## src/rtl/lut_cfg_pkg.sv

```systemverilog
// Shared types and constants for the serial LUT configuration loader.
package lut_cfg_pkg;

  typedef enum logic [1:0] {
    ST_HUNT    = 2'd0,
    ST_CAPTURE = 2'd1,
    ST_PARITY  = 2'd2,
    ST_WRITE   = 2'd3
  } state_t;

  localparam int LUT_DEPTH  = 16;
  localparam int LUT_ADDR_W = 4;
  localparam int CNT_W      = 5;

  localparam int         SYNC_W_DEFAULT    = 8;
  localparam logic [7:0] SYNC_WORD_DEFAULT = 8'hA5;

  localparam logic [CNT_W-1:0] LAST_IDX = CNT_W'(LUT_DEPTH - 1);

  // True when the data bits plus the trailing parity bit have an even number of ones.
  function automatic logic even_parity_ok(input logic [LUT_DEPTH-1:0] data, input logic par);
    return ~((^data) ^ par);
  endfunction

endpackage

```

## src/rtl/lut_cfg_sync_det.sv

```systemverilog
// Sliding-window sync detector: shifts valid bits in MSB first and flags the
// cycle on which the incoming bit completes the sync pattern.
module lut_cfg_sync_det
  import lut_cfg_pkg::*;
#(
  parameter int                SYNC_W    = SYNC_W_DEFAULT,
  parameter logic [SYNC_W-1:0] SYNC_WORD = SYNC_W'(SYNC_WORD_DEFAULT)
)(
  input  logic clk,
  input  logic rst,
  input  logic bit_in,
  input  logic valid,
  input  logic enable,
  output logic hit
);

  logic [SYNC_W-1:0] window;
  logic [SYNC_W-1:0] window_next;

  assign window_next = {window[SYNC_W-2:0], bit_in};

  // Pulse lasts exactly one cycle because it requires a valid bit on that cycle.
  assign hit = enable && valid && (window_next == SYNC_WORD);

  // Window empties whenever the loader is not hunting, so each hunt starts clean.
  always_ff @(posedge clk or posedge rst) begin
    if (rst) begin
      window <= '0;
    end else if (!enable) begin
      window <= '0;
    end else if (valid) begin
      window <= window_next;
    end
  end

endmodule

```

## src/rtl/lut_cfg_loader.sv

```systemverilog
// Serial configuration loader feeding a 4-input LUT: sync hunt, 16-bit capture,
// optional even-parity check (macro LUT_CFG_PARITY_EN), then 16 replay writes.
module lut_cfg_loader
  import lut_cfg_pkg::*;
#(
  parameter int                SYNC_W    = SYNC_W_DEFAULT,
  parameter logic [SYNC_W-1:0] SYNC_WORD = SYNC_W'(SYNC_WORD_DEFAULT)
)(
  input  logic                  i_clk,
  input  logic                  i_rst,
  input  logic                  i_cfg_bit,
  input  logic                  i_cfg_valid,
  output logic [LUT_ADDR_W-1:0] o_addr_load_data,
  output logic                  o_Data,
  output logic                  o_config_enable,
  output logic                  o_busy,
  output logic                  o_done,
  output logic                  o_error
);

  state_t                state;
  logic [CNT_W-1:0]      cnt;
  logic [CNT_W-1:0]      cnt_inc;
  logic [LUT_DEPTH-1:0]  shadow;
  logic                  sync_hit;
  logic                  hunt_en;
  logic [LUT_ADDR_W-1:0] addr_q;
  logic                  data_q;
  logic                  cfg_en_q;
  logic                  busy_q;
  logic                  done_q;
`ifdef LUT_CFG_PARITY_EN
  logic                  error_q;
`endif

  assign hunt_en = (state == ST_HUNT);
  assign cnt_inc = cnt + CNT_W'(1);

  lut_cfg_sync_det #(
    .SYNC_W    (SYNC_W),
    .SYNC_WORD (SYNC_WORD)
  ) u_sync_det (
    .clk    (i_clk),
    .rst    (i_rst),
    .bit_in (i_cfg_bit),
    .valid  (i_cfg_valid),
    .enable (hunt_en),
    .hit    (sync_hit)
  );

  // The LUT is only touched from WRITE, which is reachable solely after a full
  // frame, so an aborted or corrupt stream never leaves a partial truth table.
  always_ff @(posedge i_clk or posedge i_rst) begin
    if (i_rst) begin
      state    <= ST_HUNT;
      cnt      <= '0;
      shadow   <= '0;
      addr_q   <= '0;
      data_q   <= 1'b0;
      cfg_en_q <= 1'b0;
      busy_q   <= 1'b0;
      done_q   <= 1'b0;
`ifdef LUT_CFG_PARITY_EN
      error_q  <= 1'b0;
`endif
    end else begin
      done_q <= 1'b0;
      case (state)
        ST_HUNT: begin
          if (sync_hit) begin
            state  <= ST_CAPTURE;
            cnt    <= '0;
            busy_q <= 1'b1;
`ifdef LUT_CFG_PARITY_EN
            error_q <= 1'b0;
`endif
          end
        end

        ST_CAPTURE: begin
          if (i_cfg_valid) begin
            shadow[cnt[LUT_ADDR_W-1:0]] <= i_cfg_bit;
            if (cnt == LAST_IDX) begin
              cnt <= '0;
`ifdef LUT_CFG_PARITY_EN
              state <= ST_PARITY;
`else
              state    <= ST_WRITE;
              cfg_en_q <= 1'b1;
              addr_q   <= '0;
              data_q   <= shadow[0];
`endif
            end else begin
              cnt <= cnt_inc;
            end
          end
        end

        ST_PARITY: begin
`ifdef LUT_CFG_PARITY_EN
          if (i_cfg_valid) begin
            if (even_parity_ok(shadow, i_cfg_bit)) begin
              state    <= ST_WRITE;
              cnt      <= '0;
              cfg_en_q <= 1'b1;
              addr_q   <= '0;
              data_q   <= shadow[0];
            end else begin
              state   <= ST_HUNT;
              busy_q  <= 1'b0;
              error_q <= 1'b1;
            end
          end
`else
          state  <= ST_HUNT;
          busy_q <= 1'b0;
`endif
        end

        // Address k is on the outputs while cnt == k; the next entry is staged one edge ahead.
        ST_WRITE: begin
          if (cnt == LAST_IDX) begin
            state    <= ST_HUNT;
            cnt      <= '0;
            cfg_en_q <= 1'b0;
            addr_q   <= '0;
            data_q   <= 1'b0;
            busy_q   <= 1'b0;
            done_q   <= 1'b1;
          end else begin
            cnt    <= cnt_inc;
            addr_q <= cnt_inc[LUT_ADDR_W-1:0];
            data_q <= shadow[cnt_inc[LUT_ADDR_W-1:0]];
          end
        end

        default: begin
          state    <= ST_HUNT;
          cnt      <= '0;
          cfg_en_q <= 1'b0;
          busy_q   <= 1'b0;
        end
      endcase
    end
  end

  assign o_addr_load_data = addr_q;
  assign o_Data           = data_q;
  assign o_config_enable  = cfg_en_q;
  assign o_busy           = busy_q;
  assign o_done           = done_q;
`ifdef LUT_CFG_PARITY_EN
  assign o_error          = error_q;
`else
  assign o_error          = 1'b0;
`endif

endmodule

```

## config.mk

```make
export PLATFORM = sky130hd
export DESIGN_NAME = lut_cfg_loader
export DESIGN_NICKNAME = d
export VERILOG_FILES = /design/src/rtl/lut_cfg_pkg.sv /design/src/rtl/lut_cfg_sync_det.sv /design/src/rtl/lut_cfg_loader.sv
export SDC_FILE = /design/constraint.sdc
export NUM_CORES = 1
export LEC_CHECK = 0
export BUFFER_PORTS_ARGS = -buffer_cell sky130_fd_sc_hd__buf_2
export CORE_MARGIN = 2
export CORE_UTILIZATION = 35
export CTS_CLUSTER_SIZE = 25
export DETAILED_ROUTE_END_ITERATION = 12
export PLACE_DENSITY = 0.55
export SYNTH_ARGS = -nofsm -noshare
export SYNTH_HDL_FRONTEND = slang
export SYNTH_SLANG_ARGS = --single-unit
```

## constraint.sdc

```tcl
create_clock -name i_clk -period 3.05 [get_ports i_clk]
set_input_delay 0.61 -clock i_clk [delete_from_list [all_inputs] [get_ports i_clk]]
set_output_delay 0.61 -clock i_clk [all_outputs]
set_load 0.005 [all_outputs]
```

; Word level (Yosys, flattened, before mapping)
; Cells that the tools add are included.
[op_classes]
add_sub_neg = 1
n_lt_le_gt_ge = 3
eq_ne = 10
mux = 32
reduce_logical = 13
[ops]
columns = cell, count
row1 = 16-bit bitwise mux, 1
row2 = 5-bit two-way mux, 3
row3 = 5-bit one-hot mux with 3 select lines, 1
row4 = 7-bit two-way mux, 2
row5 = 4-bit two-way mux, 3
row6 = 1-bit two-way mux, 11
row7 = 4-bit by 5-bit < comparator with 1-bit output (second input constant), 2
row8 = 2-bit != test (second input constant), 5
row9 = 3-bit AND reduction, 3
row10 = 8-bit equality test (second input constant), 1
row11 = 2-bit two-way mux, 4
row12 = 2-bit one-hot mux with 4 select lines, 1
row13 = 4-bit one-hot mux with 2 select lines, 1
row14 = 4-bit AND reduction, 2
row15 = 3-bit nonzero test, 2
row16 = 5-bit by 1-bit adder with 5-bit output (second input constant), 1
row17 = 5-bit by 4-bit equality test with 1-bit output (second input constant), 1
row18 = 1-bit binary-select mux with 4-bit select, 1
row19 = 1-bit demux with 4-bit select, 1
row20 = 2-bit equality test (second input constant), 2
row21 = 4-bit by 1-bit greater-or-equal comparator with 1-bit output (second input constant), 1
row22 = 1-bit one-hot mux with 2 select lines, 2
row23 = 1-bit logical AND, 3
row24 = 1-bit one-hot mux with 3 select lines, 1
row25 = other kinds (4), 4
[word_totals]
register_bits = 38
in_bits = 4
out_inout_bits = 9
word_cells = 68

; Longest topological paths before layout
; Gate-level depths: netlist of run 1.
[depth]
depth_word = 5
ltp_mapped = 7

; Cells and area by module
; A second synthesis of run 1 with hierarchy kept.
[unflattened]
cells_unflattened = 167
hier_area_um2 = 1949.4
[by_module_without_submodules]
columns = mod, instances, cells_per_inst, area_per_inst_um2
row1 = lut_cfg_loader, 1, 141, 1614.0
row2 = lut_cfg_sync_det, 1, 26, 335.3

; Least setup slack after synthesis of run 1
; Ideal clock, no wire load.
[synth_timing]
path_kind = register -> register
startpoint = register cnt[0]
endpoint = register data_q (netlist: o_Data)
t_arrival_ns = 1.896
t_required_ns = 2.926
slack_ns = 1.030
path_stages_with_launch = 8
path_buffers = 1
synth_period_minus_slack_ns = 2.020
cell_sequence = dfrtp_1 -> buf_6 -> inv_1 -> ha_1 -> mux4_1 -> mux2i_1 -> nor3_1 -> a211o_1
[synth_between]
elab_chain_len = 5
[synth_lines]
columns = item, line_no
row1 = "start, declared", lut_cfg_loader.sv:22  ; logic [CNT_W-1:0] cnt;
row2 = "start signal, assigned", lut_cfg_loader.sv:94  ; cnt <= cnt_inc;
row3 = "start signal, assigned", lut_cfg_loader.sv:131  ; cnt <= cnt_inc;
row4 = 5-bit by 1-bit adder with 5-bit output, lut_cfg_loader.sv:37  ; assign cnt_inc = cnt + CNT_W'(1);
row5 = 1-bit binary-select mux with 4-bit select, lut_cfg_loader.sv:133  ; data_q <= shadow[cnt_inc[LUT_ADDR_W-1:0]];
row6 = 1-bit two-way mux (not written as such), lut_cfg_loader.sv:133
row7 = 1-bit two-way mux, lut_cfg_loader.sv:122  ; if (cnt == LAST_IDX) begin
row8 = 1-bit one-hot mux with 2 select lines, lut_cfg_loader.sv:68  ; case (state)
row9 = "end signal, assigned", lut_cfg_loader.sv:91  ; data_q <= shadow[0];
row10 = "end signal, assigned", lut_cfg_loader.sv:133
row11 = "end, declared", lut_cfg_loader.sv:28  ; logic data_q;
; Parallel ways exist; a longest one is shown, timed or not. The select of a mux whose other input is x is not followed.
; A chain may end at the register's enable or synchronous reset.

; Final worst setup path of run 1
; Ends and elaborated chain as after synthesis.

==> results by stage, run 1 <==
Outcome:
- The run finished with clean final reports.

Placement:
- The number of buffers inserted by port buffering is 11.
- The cell area reported after detailed placement is 2030 µm².
- The routability congestion estimate is 0.788.
- Including well taps, the total number of placed cells is about 250.
- The HPWL after detailed placement is between 2 and 3 mm.

Synth:
- The top-area cell type share of the netlist area is 0.492.
- The count of mapped cells out of synthesis is roughly 170.
- Counting instances in the post-synthesis netlist gives the leading cell types as 38 x sky130_fd_sc_hd__dfrtp_1, 23 x sky130_fd_sc_hd__nor2_1, 16 x sky130_fd_sc_hd__mux2_2.
- After synthesis, the share of flip-flops with an asynchronous set or reset is 1.00.
- The number of distinct standard cells referenced by the synthesized netlist is 40.
- For this run, the register share of the synthesized area comes to 0.492.
- The number of nets handed over by synthesis was approximately 180.
- Counting flops and latches in the post-synthesis netlist gives 38.
- The average instance in the mapped netlist occupies between 10 and 15 µm².
- The netlist area before placement is just under 2000 µm².
- After synthesis, the cell types taking the most area are sky130_fd_sc_hd__dfrtp_1 49%, sky130_fd_sc_hd__mux2_2 9.3%, sky130_fd_sc_hd__mux2i_1 4.7%.
- The cell taking the most area after synthesis is sky130_fd_sc_hd__dfrtp_1.
- In this run, synthesis inferred 0 flip-flops with an integrated enable.
- The most numerous cell in the Yosys netlist is sky130_fd_sc_hd__dfrtp_1.
- The most used flip-flop cell after synthesis is sky130_fd_sc_hd__dfrtp_1.
- The total of warnings raised by yosys is 0.

STA:
- The number of failing setup endpoints in the final timing report is 0.
- The setup skew after layout is 0.00445 ns.
- In the finished design, the share of the clock period the worst path needs comes to 0.756.
- Timing would allow up to around 430 MHz.
- The number of max-slew violations in the final report was 0.
- The count of endpoints failing hold in the final timing report is 0.
- The minimum period implied by the final worst setup slack is 2.30 ns.
- The post-route setup TNS is 0 ns.
- Setup repair after global routing left no endpoint under its margin.

Run:
- The number of violations of the max-capacitance limit is 0.

Critical path:
- The worst setup path is captured at a flip-flop.
- The arrival time at the worst endpoint is 2.48 ns.
- The signal on the critical path passes through inv_1 > ha_1 > mux4_1 > mux2i_1 > nor3_1 > a211o_1.
- The critical path in this run is classified as flip-flop to flip-flop.
- STA puts the critical path data required time at ~3.2 ns.
- Grouping stages by cell kind, the critical path spends the most delay in multiplexers.
- Together, buffers and inverters on the worst path number 1.
- The largest incremental delay on the critical path is about 0.60 ns.
- The slowest stage of the critical path belongs to the cell sky130_fd_sc_hd__dfrtp_1.
- Of all nets on the critical path, the largest fanout is 11.
- The worst setup path is launched from a flip-flop.

Route:
- Wires add up to 3.70 mm.
- The starting DRC count in detailed routing is approximately 100.
- For this run, the detailed router's first-pass iteration total came to 4.
- The remaining antenna violation count after routing is 0.
- The average wire per cell in the routed design is between 10 and 15 µm.
- The detailed router placed between 1000 and 1500 vias in this run.
- The via-per-instance ratio is 5.00.
- In the routed design, unresolved DRC markers number 0.

Global route:
- Global routing finished with a remaining overflow of 0.
- The via count of the first global-routing pass is around 1300.
- After global routing, the most crowded layer is met2.
- The all-layer global routing usage is 0.133.
- The first-pass GRT wire length is roughly 6.4 mm.
- The initial antenna violation count is 0.
- For met1 alone, demand over resource in global routing was 0.168.
- Entering global routing, the biggest net connects 39 pins.
- For this run, global-route usage on met3 was measured as 0.0322.
- The global-route track usage on met2 is 0.228.

Finish:
- The final design area excluding fillers is 2140 µm².
- The area growth from synthesis to layout is 10.7%.
- The non-filler instance count after layout is ~250.
- The fraction of layout cells with a size suffix above 1 is 0.247.
- The repair_antennas step left the layout with diodes totalling 0.
- The utilization after layout is 0.396.
- The fill cell instance count of the final layout is 540.
- The total number of nets in the final design is ~190.

Power and ir drop:
- The leakage power is 1.01 nW.
- The worst-case IR drop observed on VDD is ~180 µV.
- The total power after layout is roughly 1.4 mW.
- In this run the power density over the cells is 633 nW/µm².

Clocking:
- The number of clock buffers added by TritonCTS is 5.
- TritonCTS built the clock tree.
- The post-cts gate resize count is 0.
- In this run the deepest clock path goes through 2 buffers.
- The tree is rooted in a sky130_fd_sc_hd__clkbuf_8.
- After clock tree synthesis, the setup repair step added 0 buffers.
- Clock-pin slew was measured on the worst setup and hold paths at 0.07 ns.
- The H-tree was split into 2 levels.
- In this run, post-CTS hold repair placed 0 buffers.
- The TritonCTS sink count is 38.
- The later-pin clock latency in the skew report is 0.28 ns.

Floorplanning:
- The floorplan step defined a die boundary enclosing about 6000 µm².
- The placeable core region is approximately 5400 µm².
- The starting density of the core is 0.358.
- In this run the horizontal extent of the chip is just under 80 µm.
- The height of the chip is 78.3 µm.
- The number of core rows is 27.
- The number of placed I/O pins is 13.

Min path:
- The tightest min-delay check is of the input pin to asynchronous set/reset pin type.
[worst reg2reg max path: cells and delay by family, from the launching register on]
kind | cells | cell delay, ns
AOI/OAI and AO/OA | 1 | 0.26
adders and majority gates | 1 | 0.42
buffers and inverters | 1 | 0.12
DFF | 1 | 0.60
muxes | 2 | 0.73
and+or+nand+nor | 1 | 0.06
[worst paths after layout]
kind	start	endpoint	slack [ns]	depth (start not counted)
hold reg to reg	o_addr_load_data[0]$_DFFE_PP0P_	o_addr_load_data[0]$_DFFE_PP0P_	0.48	1
hold / removal	i_rst	shadow[3]$_DFFE_PP0P_	0.42	3
setup reg to reg	cnt[0]$_DFFE_PP0P_	o_Data$_DFFE_PP0P_	0.75	6
max in group asynchronous	i_rst	shadow[0]$_DFFE_PP0P_	2.28	3
setup / recovery	cnt[0]$_DFFE_PP0P_	o_Data$_DFFE_PP0P_	0.75	6
min in group i_clk	o_addr_load_data[0]$_DFFE_PP0P_	o_addr_load_data[0]$_DFFE_PP0P_	0.48	1
[kinds of logic (layout without fill, tap and decap cells)]
logic type / after synthesis / after routing / share of synthesized area
AOI/OAI and AO/OA: 21 / 21 / 0.0706
xor gates and xnor gates: 2 / 2 / 0.0129
adders and majority gates: 4 / 4 / 0.0259
buffers and inverters: 14 / 25 / 0.0388
DFF: 38 / 38 / 0.492
muxes: 32 / 32 / 0.208
other: 1 / 1 / 0.00194
and+or+nand+nor: 59 / 59 / 0.150
[sequential cells by signal, indices dropped and copies added (netlist names)]
signal and count:
cnt 5, o_config_enable 1, o_busy 1, u_sync_det.window 7, o_Data 1, state 2, o_addr_load_data 4, o_done 1
shadow 16
[power breakdown]
| part | switching, mW | leakage [nW] | internal [mW] |
|---|---|---|---|
| Combinational | 0.134 | 0.455 | 0.117 |
| Clock | 0.169 | 0.0575 | 0.228 |
| Sequential | 0.121 | 0.493 | 0.584 |
[cells in the final DEF (no fill, tap or decap), types with 2 or more instances in the layout]
| cell type | n |
|---|---|
| sky130_fd_sc_hd__mux2i_1 | 9 |
| sky130_fd_sc_hd__clkbuf_8 | 8 |
| sky130_fd_sc_hd__a21oi_1 | 6 |
| sky130_fd_sc_hd__nor2_1 | 23 |
| sky130_fd_sc_hd__buf_2 | 11 |
| sky130_fd_sc_hd__nand2b_1 | 2 |
| sky130_fd_sc_hd__mux4_1 | 2 |
| sky130_fd_sc_hd__mux2_2 | 16 |
| sky130_fd_sc_hd__nor3_1 | 7 |
| sky130_fd_sc_hd__mux4_2 | 2 |
| sky130_fd_sc_hd__o2bb2ai_1 | 2 |
| sky130_fd_sc_hd__nand2_1 | 15 |
| sky130_fd_sc_hd__o21ai_0 | 4 |
| sky130_fd_sc_hd__inv_1 | 5 |
| sky130_fd_sc_hd__mux2_1 | 3 |
| sky130_fd_sc_hd__nor2b_1 | 2 |
| sky130_fd_sc_hd__dfrtp_1 | 38 |
| sky130_fd_sc_hd__a21o_1 | 3 |
| sky130_fd_sc_hd__ha_1 | 4 |
[cell type report]
| type | count | area (µm²) | area share |
|---|---|---|---|
| Clock buffer | 8 | 110 | 0.0515 |
| Timing Repair Buffer | 12 | 62.6 | 0.0292 |
| Inverter | 5 | 18.8 | 0.00877 |
| Sequential cell | 38 | 951 | 0.444 |
| Multi-Input combinational cell | 119 | 907 | 0.424 |
| Tap cell | 72 | 90.1 | 0.0421 |
[routing by layer]
layer / vias up / part of all wire
li1: 606 / -
met2: 17 / 0.50
met3: 4 / 0.031
met1: 643 / 0.46
met5: - / 0
met4: 0 / 0.0057
[per-stage QoR]
step	hold slack (ns)	setup slack, ns
after global routing	0.478	0.636
after detailed placement	0.462	0.747
after CTS	0.453	0.744
final	0.418	0.745
after global placement	0.464	0.841
after floorplan	0.469	1.03
(Power assumes the default switching activity.)
==> run 2: changes to the inputs <==
--- a/config.mk
+++ b/config.mk
@@ -10,7 +10,7 @@
 export CORE_UTILIZATION = 35
 export CTS_CLUSTER_SIZE = 25
 export DETAILED_ROUTE_END_ITERATION = 12
-export PLACE_DENSITY = 0.55
+export PLACE_DENSITY = 0.57
 export SYNTH_ARGS = -nofsm -noshare
 export SYNTH_HDL_FRONTEND = slang
 export SYNTH_SLANG_ARGS = --single-unit
==> constraint.sdc (replaced) <==
create_clock -name i_clk -period 2.1 [get_ports i_clk]
set_input_delay 0.42 -clock i_clk [delete_from_list [all_inputs] [get_ports i_clk]]
set_output_delay 0.42 -clock i_clk [all_outputs]
set_load 0.005 [all_outputs]
==> results by stage, run 2 (synthesis gave the netlist of run 1 again) <==
Finish:
- Leaving out fill and tap cells, the most frequent cell in the layout is sky130_fd_sc_hd__dfrtp_1.
- The total number of nets in the final design is 197 (+4.2%).
- In the final layout, the registers with the most flip-flops are shadow x16, u_sync_det.window x7, cnt x5.
- The fraction of layout cells with a size suffix above 1 was 0.279 (+0.0317).
- Leaving out fill and tap cells, the most frequent cells in the layout are 38 x sky130_fd_sc_hd__dfrtp_1, 23 x sky130_fd_sc_hd__nor2_1, 16 x sky130_fd_sc_hd__mux2_2, 15 x sky130_fd_sc_hd__nand2_1, 11 x sky130_fd_sc_hd__buf_2.
- The fill cell instance count of the final layout is 544 (+0.74%).
- The total area of sequential cells came to 951 µm² (unchanged).
- The number of flip-flops under the largest register name is 16 (unchanged).
- shadow holds more flip-flops than any other register.
- The multi-input logic area is 920 µm² (+1.4%).
- The layout-stage area growth over the synthesis result is 13.5%.
- The final design area excluding fillers is 2190 µm² (+2.5%).
- The number of antenna cells inserted was 0 (unchanged).

Floorplanning:
- The die footprint is 6130 µm² (unchanged).
- The height of the chip is 78.3 µm (unchanged).
- The starting density of the core came to 0.358 (unchanged).
- The placeable core region is 5410 µm² (unchanged).
- The chip width was 78.3 µm (unchanged).
- The number of placed I/O pins is 13 (unchanged).
- The number of core rows came to 27 (unchanged).

Clocking:
- The number of hold buffers added after cts is 0 (unchanged).
- The clock-pin slew of the registers on the worst-case setup and hold paths is 0.08 ns (about the same).
- The tree is rooted in a sky130_fd_sc_hd__clkbuf_8.
- TritonCTS built the clock tree.
- The number of buffers added by the clock tree synthesis step is 5 (unchanged).
- The maximum buffer depth of the clock tree was 2 (unchanged).
- The number of H-tree branching levels is 2 (unchanged).
- The later-pin clock latency in the skew report is 0.30 ns (+0.02 ns).
- The post-cts gate resize count is 0 (unchanged).
- The post-CTS setup buffer count is 0 (unchanged).
- The TritonCTS sink count is 38 (unchanged).

Run:
- The number of violations of the max-capacitance limit is 0 (unchanged).

Critical path:
- The reg-to-reg endpoint is o_Data$_DFFE_PP0P_.
- The required time of the worst setup path came to 2.28 ns (-0.94 ns).
- The arrival time at the worst endpoint is 2.04 ns (-0.44 ns).
- The number of cell instances on the worst register-to-register path came to 6 (unchanged).
- The setup slack of the worst register-to-register path was 0.24 ns (-0.50 ns).
- The capturing element type of the critical path is a flip-flop.
- The startpoint of the worst-slack reg-to-reg timing path is cnt[1]$_DFFE_PP0P_.
- The most critical setup path has its endpoint at o_Data$_DFFE_PP0P_.
- STA classifies the critical path startpoint as a flip-flop.
- The critical path is of the flip-flop to flip-flop type.
- The largest driver fanout on the critical path is 5 (-6).
- In this run the worst setup path begins at cnt[1]$_DFFE_PP0P_.

STA:
- The setup skew after layout came to 0.0103 ns (+0.00583 ns).
- The number of failing setup endpoints in the final timing report came to 0 (unchanged).
- The minimum period implied by the final worst setup slack was 1.86 ns (-0.448 ns).
- Setup repair after global routing left no endpoint under its margin.
- The number of max-slew violations in the final report is 0 (unchanged).
- The ratio of final minimum period to clock period is 0.884 (+0.129).
- The highest clock frequency the design can meet was 539 MHz (+24%).
- The worst slack on hold paths is 0.229 ns (-0.189 ns).
- The post-route setup TNS is 0 ns (unchanged).
- The count of endpoints failing hold in the final timing report came to 0 (unchanged).

Global route:
- The via count of the first global-routing pass was 1286 (-2.8%).
- The maximum number of pins on one net before global-route repair is 39 (unchanged).
- The total congestion overflow came to 0 (unchanged).
- The initial antenna violation count is 0 (unchanged).
- The all-layer global routing usage is 0.140 (+0.00717).
- The first-pass GRT wire length came to 6.58 mm (+2.7%).

Power and ir drop:
- The cell internal power dissipation came to 1.31 mW (+41%).
- The clock power share was 0.272 (-0.022).
- The switching share of power was 0.327 (+0.0136).
- The total net switching power is 0.639 mW (+50%).
- The logic gate share of total power is 0.231 (+0.046).
- The sequential cell fraction of total power was 0.497 (-0.024).
- The worst ir drop on vdd is 353 µV (+92%).
- The power density normalized to cell area came to 890 nW/µm² (+41%).
- The leakage power came to 1.04 nW (+3.4%).

Placement:
- The cell area reported after detailed placement is 2090 µm² (+3.0%).
- The number of buffers inserted by port buffering was 11 (unchanged).
- The detailed-placement wirelength estimate is 2.66 mm (-3.2%).
- The routability congestion estimate is 0.742 (-5.9%).

Route:
- The average wire per cell in the routed design is 14.3 µm (-1.9%).
- The starting DRC count in detailed routing is 83 (-19%).
- The routed wire length is 3.75 mm (+1.2%).
- The remaining design rule violation count is 0 (unchanged).
- The via-per-instance ratio is 4.95 (-0.92%).
- The via count of the routed design came to 1298 (+2.2%).
- The remaining antenna violation count after routing came to 0 (unchanged).
- The number of iterations in the first detailed-routing pass was 4 (unchanged).

Outcome:
- The run finished with clean final reports.

Min path:
- The kind of path behind the tightest hold check is input pin to asynchronous set/reset pin.
-- run 2: cell count changes in the layout (fill, tap and decap cells not counted) --
cell and delta:
sky130_fd_sc_hd__ha_4 +1, sky130_fd_sc_hd__buf_4 +8, sky130_fd_sc_hd__clkbuf_1 +1, sky130_fd_sc_hd__ha_1 -1, sky130_fd_sc_hd__clkinv_2 +1, sky130_fd_sc_hd__clkbuf_8 -2
-- run 2: worst min-delay path by stage --
| stage | startpoint | end | cells after the start |
|---|---|---|---|
| final | i_rst | cnt[2]$_DFFE_PP0P_ | 3 |
| after global routing | i_rst | u_sync_det.window[1]$_DFFE_PP0P_ | 3 |
| after CTS | i_rst | o_config_enable$_DFFE_PP0P_ | 3 |
| after detailed placement | o_addr_load_data[3]$_DFFE_PP0P_ | o_addr_load_data[3]$_DFFE_PP0P_ | 1 |
| after global placement | o_addr_load_data[3]$_DFFE_PP0P_ | o_addr_load_data[3]$_DFFE_PP0P_ | 1 |
| after floorplan | o_busy$_DFFE_PP0P_ | o_busy$_DFFE_PP0P_ | 2 |
-- run 2: through the flow --
stage | utilization | power, mW | setup slack (ns) | std cells
2_1_floorplan | - | 1.32 | 0.0798 | 171
3_3_place_gp | 0.387 | 1.42 | 0.175 | 254
3_5_place_dp | 0.387 | 1.43 | 0.123 | 254
4_1_cts | 0.403 | 1.96 | 0.119 | 262
5_1_grt | 0.406 | 2.08 | 0.0754 | 262
6_report | 0.406 | 1.95 | 0.243 | 262
-- run 2: routing by layer --
metal / vias to the layer above / global-route usage / part of all wire
met5: - / 0 / 0
met4: 0 / 0.0632 / 0.022
met3: 7 / 0.0310 / 0.025
met2: 19 / 0.214 / 0.46
met1: 645 / 0.190 / 0.49
li1: 627 / - / -
-- run 2: critical path, cell delays in order, from the launching register on --
cell and delay (ns):
sky130_fd_sc_hd__dfrtp_1 0.35, sky130_fd_sc_hd__inv_1 0.08, sky130_fd_sc_hd__ha_4 0.31, sky130_fd_sc_hd__mux4_1 0.55, sky130_fd_sc_hd__mux2i_1 0.15, sky130_fd_sc_hd__nor3_1 0.06, sky130_fd_sc_hd__a211o_1 0.26
-- run 2: final cells by class --
type,instances,share of cell area
clock buffer,7,0.0394
clock inverter,1,0.00228
inverter,5,0.00856
multi-input combinational,119,0.419
sequential,38,0.434
tap,72,0.0411
timing repair buffer,20,0.0559
-- run 2: power by group through the flow --
stage / Sequential [mW] / Clock, mW / Combinational, mW
after CTS: 0.970 / 0.545 / 0.445
after floorplan: 0.940 / 0 / 0.382
after global placement: 0.984 / 0 / 0.439
after detailed placement: 0.984 / 0 / 0.443
final: 0.970 / 0.531 / 0.452
after global routing: 0.989 / 0.577 / 0.519
